===== src/rtl/atm_pkg.sv =====
// Shared definitions for the ATM session controller.
//   state_t         : session sequencer states
//   OP_*            : front-panel operation codes
//   ERR_*           : values reported on error_code with an error pulse
package atm_pkg;

  typedef enum logic [2:0] {
    IDLE,
    PIN_WAIT,
    MENU,
    DISPENSE,
    EJECT
  } state_t;

  localparam logic [1:0] OP_BAL  = 2'b00;
  localparam logic [1:0] OP_WDR  = 2'b01;
  localparam logic [1:0] OP_DEP  = 2'b10;
  localparam logic [1:0] OP_EXIT = 2'b11;

  localparam logic [2:0] ERR_NONE     = 3'd0;
  localparam logic [2:0] ERR_BAD_PIN  = 3'd1;
  localparam logic [2:0] ERR_LOCKED   = 3'd2;
  localparam logic [2:0] ERR_INSUFF   = 3'd3;
  localparam logic [2:0] ERR_OVERFLOW = 3'd4;
  localparam logic [2:0] ERR_TIMEOUT  = 3'd5;
  localparam logic [2:0] ERR_LIMIT    = 3'd6;

endpackage


===== src/rtl/atm_timeout_timer.sv =====
// Idle-cycle counter used for session timeouts.
//   clk, reset : clock, asynchronous active-low reset
//   clr        : return count to zero (has priority over en)
//   en         : count one cycle
//   expire     : high for the single cycle in which count reaches LIMIT-1
//                while counting; the count moves past it on the next edge
module atm_timeout_timer #(
  parameter int LIMIT = 1024
) (
  input  logic clk,
  input  logic reset,
  input  logic clr,
  input  logic en,
  output logic expire
);

  localparam int W = $clog2(LIMIT + 1);

  logic [W-1:0] count;

  always_ff @(posedge clk or negedge reset) begin
    if (!reset)     count <= '0;
    else if (clr)   count <= '0;
    else if (en)    count <= count + W'(1);
  end

  assign expire = en & ~clr & (count == W'(LIMIT - 1));

endmodule


===== src/rtl/atm_session_ctrl.sv =====
// ATM card-session sequencer: card detect, PIN check with lockout, operation
// menu (balance/withdraw/deposit/exit), dispenser handshake, card eject/retain.
// Owns the account balance register. All outputs are registered.
// Inputs : clk, reset (async active-low), card_in, pin_valid/pin_value,
//          stored_pin, op_valid/op_code/amount, dispense_ack
// Outputs: dispense_req/cash_amount, deposit_complete, show_balance/
//          balance_out, ready, session_active, card_eject, card_retain,
//          error/error_code
// Build option: define ATM_SESSION_LIMIT_EN to add the per-session
// withdrawal limit (parameter SESSION_LIMIT, error code 6).
module atm_session_ctrl
  import atm_pkg::*;
#(
  parameter int PIN_WIDTH      = 16,
  parameter int AMT_WIDTH      = 16,
  parameter int MAX_PIN_TRIES  = 3,
  parameter int TIMEOUT_CYCLES = 1024,
  parameter int BAL_INIT       = 0
`ifdef ATM_SESSION_LIMIT_EN
  , parameter int SESSION_LIMIT = 500
`endif
) (
  input  logic                 clk,
  input  logic                 reset,
  input  logic                 card_in,
  input  logic                 pin_valid,
  input  logic [PIN_WIDTH-1:0] pin_value,
  input  logic [PIN_WIDTH-1:0] stored_pin,
  input  logic                 op_valid,
  input  logic [1:0]           op_code,
  input  logic [AMT_WIDTH-1:0] amount,
  input  logic                 dispense_ack,
  output logic                 dispense_req,
  output logic [AMT_WIDTH-1:0] cash_amount,
  output logic                 deposit_complete,
  output logic [AMT_WIDTH-1:0] balance_out,
  output logic                 show_balance,
  output logic                 ready,
  output logic                 session_active,
  output logic                 card_eject,
  output logic                 card_retain,
  output logic                 error,
  output logic [2:0]           error_code
);

  localparam logic [3:0] MAX_T = 4'(MAX_PIN_TRIES);

  state_t               state, state_nx;
  logic [AMT_WIDTH-1:0] balance, balance_nx, cash_nx, balout_nx;
  logic [2:0]           tries, tries_nx, code_nx;
  logic                 show_nx, dep_nx, ret_nx, err_nx;
  logic                 timed, expire;
  logic [AMT_WIDTH:0]   dep_sum;

`ifdef ATM_SESSION_LIMIT_EN
  logic [AMT_WIDTH:0]   accum, accum_nx;
  logic [AMT_WIDTH+1:0] lim_sum;
  assign lim_sum = {1'b0, accum} + {2'b00, amount};
`endif

  assign dep_sum = {1'b0, balance} + {1'b0, amount};
  assign timed   = (state == PIN_WAIT) || (state == MENU) || (state == DISPENSE);

  // Every entry into a timed state coincides with a strobe or comes from an
  // untimed state, so clearing on strobes and outside timed states is enough.
  atm_timeout_timer #(.LIMIT(TIMEOUT_CYCLES)) u_timer (
    .clk    (clk),
    .reset  (reset),
    .clr    (pin_valid | op_valid | dispense_ack | ~timed),
    .en     (timed),
    .expire (expire)
  );

  always_comb begin
    state_nx   = state;
    balance_nx = balance;
    cash_nx    = cash_amount;
    balout_nx  = balance_out;
    tries_nx   = tries;
    show_nx    = 1'b0;
    dep_nx     = 1'b0;
    ret_nx     = 1'b0;
    err_nx     = 1'b0;
    code_nx    = ERR_NONE;
`ifdef ATM_SESSION_LIMIT_EN
    accum_nx   = accum;
`endif
    case (state)
      IDLE: begin
        if (card_in) begin
          state_nx = PIN_WAIT;
          tries_nx = '0;
`ifdef ATM_SESSION_LIMIT_EN
          accum_nx = '0;
`endif
        end
      end
      PIN_WAIT: begin
        if (!card_in) begin
          state_nx = IDLE;
        end else if (pin_valid) begin
          if (pin_value == stored_pin) begin
            state_nx = MENU;
            tries_nx = '0;
          end else if (({1'b0, tries} + 4'd1) < MAX_T) begin
            tries_nx = tries + 3'd1;
            err_nx   = 1'b1;
            code_nx  = ERR_BAD_PIN;
          end else begin
            ret_nx   = 1'b1;
            err_nx   = 1'b1;
            code_nx  = ERR_LOCKED;
            state_nx = IDLE;
          end
        end else if (expire) begin
          err_nx   = 1'b1;
          code_nx  = ERR_TIMEOUT;
          state_nx = EJECT;
        end
      end
      MENU: begin
        if (!card_in) begin
          state_nx = IDLE;
        end else if (op_valid) begin
          case (op_code)
            OP_BAL: begin
              show_nx   = 1'b1;
              balout_nx = balance;
            end
            OP_WDR: begin
              if (amount == '0) begin
                state_nx = MENU;
              end else if (amount > balance) begin
                err_nx  = 1'b1;
                code_nx = ERR_INSUFF;
`ifdef ATM_SESSION_LIMIT_EN
              end else if (lim_sum > (AMT_WIDTH+2)'(SESSION_LIMIT)) begin
                err_nx  = 1'b1;
                code_nx = ERR_LIMIT;
`endif
              end else begin
                state_nx = DISPENSE;
                cash_nx  = amount;
              end
            end
            OP_DEP: begin
              if (dep_sum[AMT_WIDTH]) begin
                err_nx  = 1'b1;
                code_nx = ERR_OVERFLOW;
              end else begin
                balance_nx = dep_sum[AMT_WIDTH-1:0];
                dep_nx     = 1'b1;
              end
            end
            OP_EXIT: state_nx = EJECT;
          endcase
        end else if (expire) begin
          err_nx   = 1'b1;
          code_nx  = ERR_TIMEOUT;
          state_nx = EJECT;
        end
      end
      DISPENSE: begin
        if (dispense_ack) begin
          balance_nx = balance - cash_amount;
          state_nx   = MENU;
`ifdef ATM_SESSION_LIMIT_EN
          accum_nx   = accum + {1'b0, cash_amount};
`endif
        end else if (expire) begin
          err_nx   = 1'b1;
          code_nx  = ERR_TIMEOUT;
          state_nx = EJECT;
        end
      end
      EJECT: begin
        if (!card_in) state_nx = IDLE;
      end
      default: state_nx = IDLE;
    endcase
  end

  always_ff @(posedge clk or negedge reset) begin
    if (!reset) begin
      state            <= IDLE;
      balance          <= AMT_WIDTH'(BAL_INIT);
      tries            <= '0;
      cash_amount      <= '0;
      balance_out      <= '0;
      show_balance     <= 1'b0;
      deposit_complete <= 1'b0;
      card_retain      <= 1'b0;
      error            <= 1'b0;
      error_code       <= ERR_NONE;
      ready            <= 1'b1;
      session_active   <= 1'b0;
      card_eject       <= 1'b0;
      dispense_req     <= 1'b0;
`ifdef ATM_SESSION_LIMIT_EN
      accum            <= '0;
`endif
    end else begin
      state            <= state_nx;
      balance          <= balance_nx;
      tries            <= tries_nx;
      cash_amount      <= cash_nx;
      balance_out      <= balout_nx;
      show_balance     <= show_nx;
      deposit_complete <= dep_nx;
      card_retain      <= ret_nx;
      error            <= err_nx;
      error_code       <= code_nx;
      ready            <= (state_nx == IDLE);
      session_active   <= (state_nx == PIN_WAIT) || (state_nx == MENU) ||
                          (state_nx == DISPENSE);
      card_eject       <= (state_nx == EJECT);
      dispense_req     <= (state_nx == DISPENSE);
`ifdef ATM_SESSION_LIMIT_EN
      accum            <= accum_nx;
`endif
    end
  end

endmodule


===== config.mk =====
export PLATFORM = sky130hd
export DESIGN_NAME = atm_session_ctrl
export DESIGN_NICKNAME = d
export VERILOG_FILES = /design/src/rtl/atm_pkg.sv /design/src/rtl/atm_timeout_timer.sv /design/src/rtl/atm_session_ctrl.sv
export SDC_FILE = /design/constraint.sdc
export NUM_CORES = 1
export LEC_CHECK = 0
export CAP_MARGIN = 20
export CELL_PAD_IN_SITES_DETAIL_PLACEMENT = 1
export CELL_PAD_IN_SITES_GLOBAL_PLACEMENT = 2
export CORE_MARGIN = 2
export CORE_UTILIZATION = 36
export CTS_BUF_LIST = sky130_fd_sc_hd__clkbuf_8
export CTS_CLUSTER_DIAMETER = 150
export CTS_CLUSTER_SIZE = 24
export DETAILED_ROUTE_END_ITERATION = 6
export GPL_TIMING_DRIVEN = 0
export PLACE_DENSITY = 0.95
export SYNTH_ARGS = -nofsm -noshare
export SYNTH_HDL_FRONTEND = slang
export SYNTH_SLANG_ARGS = --single-unit

===== constraint.sdc =====
create_clock -name clk -period 5.05 [get_ports clk]
set_clock_uncertainty 0.1 [all_clocks]
set_input_delay 1.515 -clock clk [delete_from_list [all_inputs] [get_ports clk]]
set_output_delay 1.515 -clock clk [all_outputs]
set_load 0.02 [all_outputs]

==> flow_summary.json, run 1 <==
{
  "status": "finished clean",
  "synth.distinct_cells": 63,
  "antenna_found_initial": 0,
  "vias_per_cell": 5.42,
  "clock_latency_ps": 380,
  "synth_ff_type": "dfrtp_1",
  "die_y_microns": 127,
  "root_buffer": "clkbuf_8",
  "worst_slack_ps": 516,
  "wirelength_mm": 16.9,
  "grt_pass1_wl_mm": 27.5,
  "tritoncts": "built",
  "fin_crit_ps": 4530,
  "drv_slew": 0,
  "synth_xor_area_share_pct": 7.26,
  "final_util_pct": 46.8,
  "synth-compound-area-share_pct": 17.2,
  "clk_pin_slew_worst_paths_ps": 90,
  "htree_levels": 3,
  "grt-ovfl-total": 0,
  "clockBufferDepth": 2,
  "core_area_sq_mm": 0.0146,
  "grtUsageTotal_pct": 21.8,
  "cts_setup_buffers": 0,
  "synth_fa_ha_area_share_pct": 13.0,
  "layout_commonest_cell": "clkdlybuf4s50_1",
  "syn_nets": 707,
  "yosys.area.top_type": "dfrtp_1",
  "hp-class": "reg2reg",
  "synth-edff-count": 0,
  "die-area_sq_mm": 0.0161,
  "yosys-top-cells-area": "dfrtp_1 35%, ha_1 12%, xnor2_1 5.6%",
  "syn_inst": 596,
  "synth_top_family_by_area": "compound AO/OA/AOI/OAI gates",
  "gp_congestion": 0.941,
  "final_cells": 894,
  "remaining_drc_errors": 0,
  "postRouteAntennaNets": 0,
  "n_antenna_cell": 0,
  "reg2reg_depth": 12,
  "portBuffers": 97,
  "cp-startpoint": "amount[12]",
  "yosys-mux-area-fraction_pct": 5.76,
  "vias": 4846,
  "async_flop_share_pct": 100,
  "max_freq_mhz": 221,
  "timing.rr.start": "balance[1]$_DFFE_PN0P_",
  "grt_max_degree": 68,
  "dp_slack_ps": 107,
  "dp_cells": 878,
  "start_util_pct": 37.1,
  "timing.hold.ws_ps": 365,
  "multi_input_area_sq_mm": 0.00324,
  "ys_ff_latch": 76,
  "hold_viol": 0,
  "register_area_sq_mm": 0.00190,
  "clkSinkCount": 76,
  "p_leak_nw": 3.00,
  "syn_avg_cell_area_sq_um": 9.10,
  "nets": 816,
  "syn_area_sq_mm": 0.00543,
  "rrSetupSlack_ps": 1670,
  "rsz0062_at_grt": "no",
  "relSlewSlack_pct": 40.0,
  "fp.dieW_microns": 127,
  "power_density_mw_per_mm2": 291,
  "wl_per_cell_microns": 18.9,
  "crit_end": "cash_amount[5]$_DFFE_PN0P_",
  "hpwl_mm": 13.4,
  "path_class": "in2reg",
  "endpoint_kind": "flip-flop",
  "dr.pass1.iters": 4,
  "row_count": 44,
  "layout_common_cells": "96 x clkdlybuf4s50_1, 75 x dfrtp_1, 59 x inv_1",
  "synth_top_area_share_pct": 34.6,
  "cp.arrival_ps": 4700,
  "critPathMaxFanout": 10,
  "drive_above_1_share_pct": 8.17,
  "drt-initial-drc-count": 265,
  "setup_viol": 0,
  "fill_cells": 1696,
  "yosys_warnings": 0,
  "crit_required_ps": 5210,
  "total_power_w": 0.00199,
  "cts_resized": 0,
  "ios": 99,
  "area_growth_pct": 26.2,
  "cts_buffers": 9,
  "ir_drop_mv": 0.129,
  "r2r_end": "cash_amount[5]$_DFFE_PN0P_",
  "min_path_cells": 1,
  "yosys.area_share.simple_pct": 16.6,
  "worst_pin_slew_ps": 898,
  "cts_hold_buffers": 0,
  "period_share_pct": 89.8,
  "start_kind": "primary input",
  "ys_seq_area_share_pct": 35.1,
  "grt_pass1_vias": 5277,
  "max-cap-violations": 0
}
stage by stage:
| step | cell area (sq um) | setup TNS, ps |
|---|---|---|
| floorplan | 5430 | 0 |
| CTS | 6850 | 0 |
| detailed placement | 6650 | 0 |
| global placement | 6630 | -25020 |
| finish | 6850 | 0 |
| global route | 6850 | 0 |
cell type report:
cell class                      count  share of cell area, %
Clock inverter                      7                   1.08
Clock buffer                        9                   1.81
Buffer                             12                  0.895
Tap cell                          184                   3.36
Timing Repair Buffer               98                   14.5
Multi-Input combinational cell    449                   47.3
Sequential cell                    76                   27.8
Inverter                           59                   3.23
power by group:
part / internal [W] / switching (W) / leakage, nW
Sequential: 0.000662 / 0.0000443 / 1.00
Combinational: 0.000350 / 0.000449 / 1.90
Clock: 0.000231 / 0.000256 / 0.100
Total: 0.00124 / 0.000749 / 3.00
how the worst min path moves through the flow:
stage / startpoint / to / slack, ps
floorplan: u_timer.count[0]$_DFFE_PN0P_ / u_timer.count[0]$_DFFE_PN0P_ / 330
global placement: u_timer.count[0]$_DFFE_PN0P_ / u_timer.count[0]$_DFFE_PN0P_ / 340
detailed placement: u_timer.count[0]$_DFFE_PN0P_ / u_timer.count[0]$_DFFE_PN0P_ / 350
CTS: u_timer.count[0]$_DFFE_PN0P_ / u_timer.count[0]$_DFFE_PN0P_ / 370
global route: u_timer.count[0]$_DFFE_PN0P_ / u_timer.count[0]$_DFFE_PN0P_ / 390
finish: u_timer.count[0]$_DFFE_PN0P_ / u_timer.count[0]$_DFFE_PN0P_ / 370
per-layer routing:
metal	GRT usage (%)	vias to the layer above	part of all wire, %
met4	7.89	0	2.3
met3	3.84	25	4.0
li1	-	2309	-
met2	36.2	99	48
met1	28.6	2413	46
met5	0	-	0
flip-flops by register name, summed over array words and instances, names as in the netlist:
signal            count
card_eject            1
balance              16
error_code            3
deposit_complete      1
cash_amount          16
error                 1
card_retain           1
tries                 3
state                 3
dispense_req          1
session_active        1
ready                 1
balance_out          16
show_balance          1
u_timer.count        11
worst max-delay path, cell delays in order:
cell and delay, ps:
clkdlybuf4s50_1 520, ha_1 470, and4_1 220, nand4_1 140, nor3_1 330, a211o_1 200, and3_1 160, clkbuf_1 390
buf_2 370, mux2_2 380
cells in the mapped netlist (all sizes together) (4+ instances only):
cell,n
o21a,4
buf,5
a21o,7
a21oi,44
and3,6
or3,6
xnor2,35
nand2,41
dfrtp,75
inv,59
nor2b,10
nand3,16
mux2i,8
nor2,39
mux2,20
o22ai,4
clkbuf,7
xor2,10
nor4,9
nand4,9
o211ai,4
nor3,16
nand2b,13
ha,53
o21ai,44
o21bai,6
a31oi,7
cells by family after synthesis:
logic type               after synthesis
AND/OR/NAND/NOR                      176
XOR/XNOR                              45
adder cells (fa/ha/maj)               55
buffers and inverters                 71
multiplexers                          28
flip-flops                            76
AO/OA/AOI/OAI                        145
Power figures use the tool's default switching activity.
==> run 2: changes to the inputs <==
--- a/config.mk
+++ b/config.mk
@@ -9,13 +9,13 @@
 export CELL_PAD_IN_SITES_DETAIL_PLACEMENT = 1
 export CELL_PAD_IN_SITES_GLOBAL_PLACEMENT = 2
 export CORE_MARGIN = 2
-export CORE_UTILIZATION = 36
+export CORE_UTILIZATION = 30
 export CTS_BUF_LIST = sky130_fd_sc_hd__clkbuf_8
 export CTS_CLUSTER_DIAMETER = 150
 export CTS_CLUSTER_SIZE = 24
 export DETAILED_ROUTE_END_ITERATION = 6
 export GPL_TIMING_DRIVEN = 0
-export PLACE_DENSITY = 0.95
+export PLACE_DENSITY = 0.86
 export SYNTH_ARGS = -nofsm -noshare
 export SYNTH_HDL_FRONTEND = slang
 export SYNTH_SLANG_ARGS = --single-unit
==> constraint.sdc (replaced) <==
create_clock -name clk -period 4.01 [get_ports clk]
set_clock_uncertainty 0.1 [all_clocks]
set_input_delay 1.203 -clock clk [delete_from_list [all_inputs] [get_ports clk]]
set_output_delay 1.203 -clock clk [all_outputs]
set_load 0.02 [all_outputs]
==> flow_summary.json, run 2 (synthesized netlist as in run 1, its figures left out) <==
{
  "layout_common_cells": "94 x clkdlybuf4s50_1, 75 x dfrtp_1, 59 x inv_1",
  "htree_levels": 3,
  "max-cap-violations": 0,
  "core_area_sq_mm": 0.0178,
  "critPathMaxFanout": 10,
  "routed.top_layer": "met4",
  "clockBufferDepth": 2,
  "hpwl_mm": 13.8,
  "grt_max_degree": 54,
  "rsz0062_at_grt": "no",
  "max_freq_mhz": 253,
  "r2r_end": "cash_amount[6]$_DFFE_PN0P_",
  "remaining_drc_errors": 0,
  "drv_slew": 0,
  "root_buffer": "clkbuf_8",
  "cp_slowest_stage_delay_ps": 630,
  "clkSinkCount": 76,
  "ios": 99,
  "hold_viol": 0,
  "fin_crit_ps": 3950,
  "holdPathEnd": "u_timer.count[0]$_DFFE_PN0P_",
  "start_util_pct": 30.4,
  "die-area_sq_mm": 0.0192,
  "status": "finished clean",
  "timing.hold.ws_ps": 373,
  "dr_wl_met2_mm": 8.20,
  "internal-power_w": 0.00152,
  "fill_cells": 2079,
  "cts_hold_buffers": 0,
  "area_growth_pct": 28.0,
  "rrSetupSlack_ps": 920,
  "placed_cell_area_sq_mm": 0.00671,
  "dr.pass1.iters": 4,
  "period_share_pct": 98.4,
  "postRouteAntennaNets": 0,
  "dp_slack_ps": -625,
  "n_antenna_cell": 0,
  "p_leak_nw": 3.03,
  "cts_buffers": 9,
  "fp.dieW_microns": 138,
  "wl_met1_mm": 8.07,
  "worst_slack_ps": 62.3,
  "largestRegisters": "balance: 16 flops, balance_out: 16 flops, cash_amount: 16 flops",
  "timing.rr.start": "balance[1]$_DFFE_PN0P_",
  "relSlewSlack_pct": 45.6,
  "min_path_cells": 1,
  "drive_above_1_share_pct": 9.26,
  "grt-ovfl-total": 0,
  "worstHoldStart": "u_timer.count[0]$_DFFE_PN0P_",
  "ir_drop_mv": 0.150,
  "total_power_w": 0.00246,
  "grtUsageTotal_pct": 18.2,
  "row_count": 49,
  "tritoncts": "built",
  "p_sw_share_pct": 38.1,
  "crit_required_ps": 4180,
  "vias_per_cell": 5.06,
  "p_comb_share_pct": 40.8,
  "reg2reg_depth": 11,
  "layout_commonest_cell": "clkdlybuf4s50_1",
  "path_class": "in2reg",
  "vias": 4763,
  "final_util_pct": 38.9,
  "die_y_microns": 138,
  "critical_path.cell_chain": "clkdlybuf4s50_1, ha_2, or4_4, nor2_1, nand2_1, a31oi_4, o41a_4, nand2_4, mux2_4",
  "clk_pin_slew_worst_paths_ps": 90,
  "setup_viol": 0,
  "portBuffers": 97,
  "final_cell_area_sq_mm": 0.00695,
  "clock_latency_ps": 380,
  "p_sw_w": 0.000936,
  "antenna_found_initial": 0,
  "power_density_mw_per_mm2": 354,
  "grt_pass1_vias": 5143,
  "p_seq_share_pct": 36.3,
  "start_kind": "primary input",
  "worst_path_max_delay_cell": "clkdlybuf4s50_1",
  "hp-class": "reg2reg",
  "wl_met3_microns": 633,
  "wirelength_mm": 17.1,
  "nets": 819,
  "gp_congestion": 0.855,
  "clkPwrFrac_pct": 22.9,
  "cp.arrival_ps": 4120,
  "endpoint_kind": "flip-flop",
  "drt-initial-drc-count": 201,
  "worst_pin_slew_ps": 808,
  "wl_per_cell_microns": 18.2,
  "grt_pass1_wl_mm": 27.7
}
run 2: cell count changes in the layout (fill, tap and decap cells not counted), sizes merged:
cell	change
dlymetal6s2s	+2
inv	-1
clkinv	+1
clkbuf	+1
clkdlybuf4s50	-2
buf	+3
bufinv	-1
run 2: critical path, delay by kind of cell:
kind	cells	cell delay, ps
buffers and inverters	1	630
AOI/OAI and AO/OA	2	590
adders and majority gates	1	380
and+or+nand+nor	4	960
muxes	1	330
run 2: metrics by stage:
step                      cells  setup TNS [ps]
after floorplan             596               0
after global placement      922          -96920
after detailed placement    923          -12210
after CTS                   938               0
after global routing        942               0
final                       942               0
run 2: layer usage:
metal | global-route usage (%) | up-vias
met2 | 30.5 | 76
met1 | 24.3 | 2362
met3 | 3.26 | 13
met5 | 0 | -
li1 | - | 2312
met4 | 4.99 | 0
run 2: worst max path at each step:
stage                          start                      endpoint  slack (ps)  cells after the start
after global placement         reset  u_timer.count[6]$_DFFE_PN0P_       -1140                      1
after floorplan            amount[0]       balance[10]$_DFFE_PN0P_         610                     11
after CTS                  amount[0]       balance[11]$_DFFE_PN0P_          20                     12
after detailed placement  amount[13]   cash_amount[10]$_DFFE_PN0P_        -620                     10
final                      amount[7]        balance[7]$_DFFE_PN0P_          60                      9
after global routing       amount[7]               error$_DFF_PN0_         0.8                      9
run 2: timing repair:
item / CTS / global route
setup buffers: 0 / 4
endpoints found under the setup margin: 8 / 20
pin swaps: 1 / 4
gates resized for setup: 1 / 7
hold endpoints to repair: 0 / 0
run 2: area by class of cell:
type | instances | area, sq um | area share, %
timing repair buffer | 102 | 1030 | 14.8
tap | 229 | 287 | 4.12
multi-input combinational | 449 | 3260 | 46.9
clock buffer | 10 | 138 | 1.98
inverter | 59 | 221 | 3.19
clock inverter | 6 | 47.5 | 0.684
buffer | 11 | 60.1 | 0.864
sequential | 76 | 1900 | 27.4
run 2: power by group through the flow:
stage                     combinational (W)  sequential, W  clock, W
after floorplan                    0.000643       0.000917         0
final                               0.00100       0.000892  0.000564
after CTS                          0.000994       0.000892  0.000584
after detailed placement           0.000986       0.000908         0
after global placement             0.000947       0.000901         0
after global routing                0.00111       0.000902  0.000620
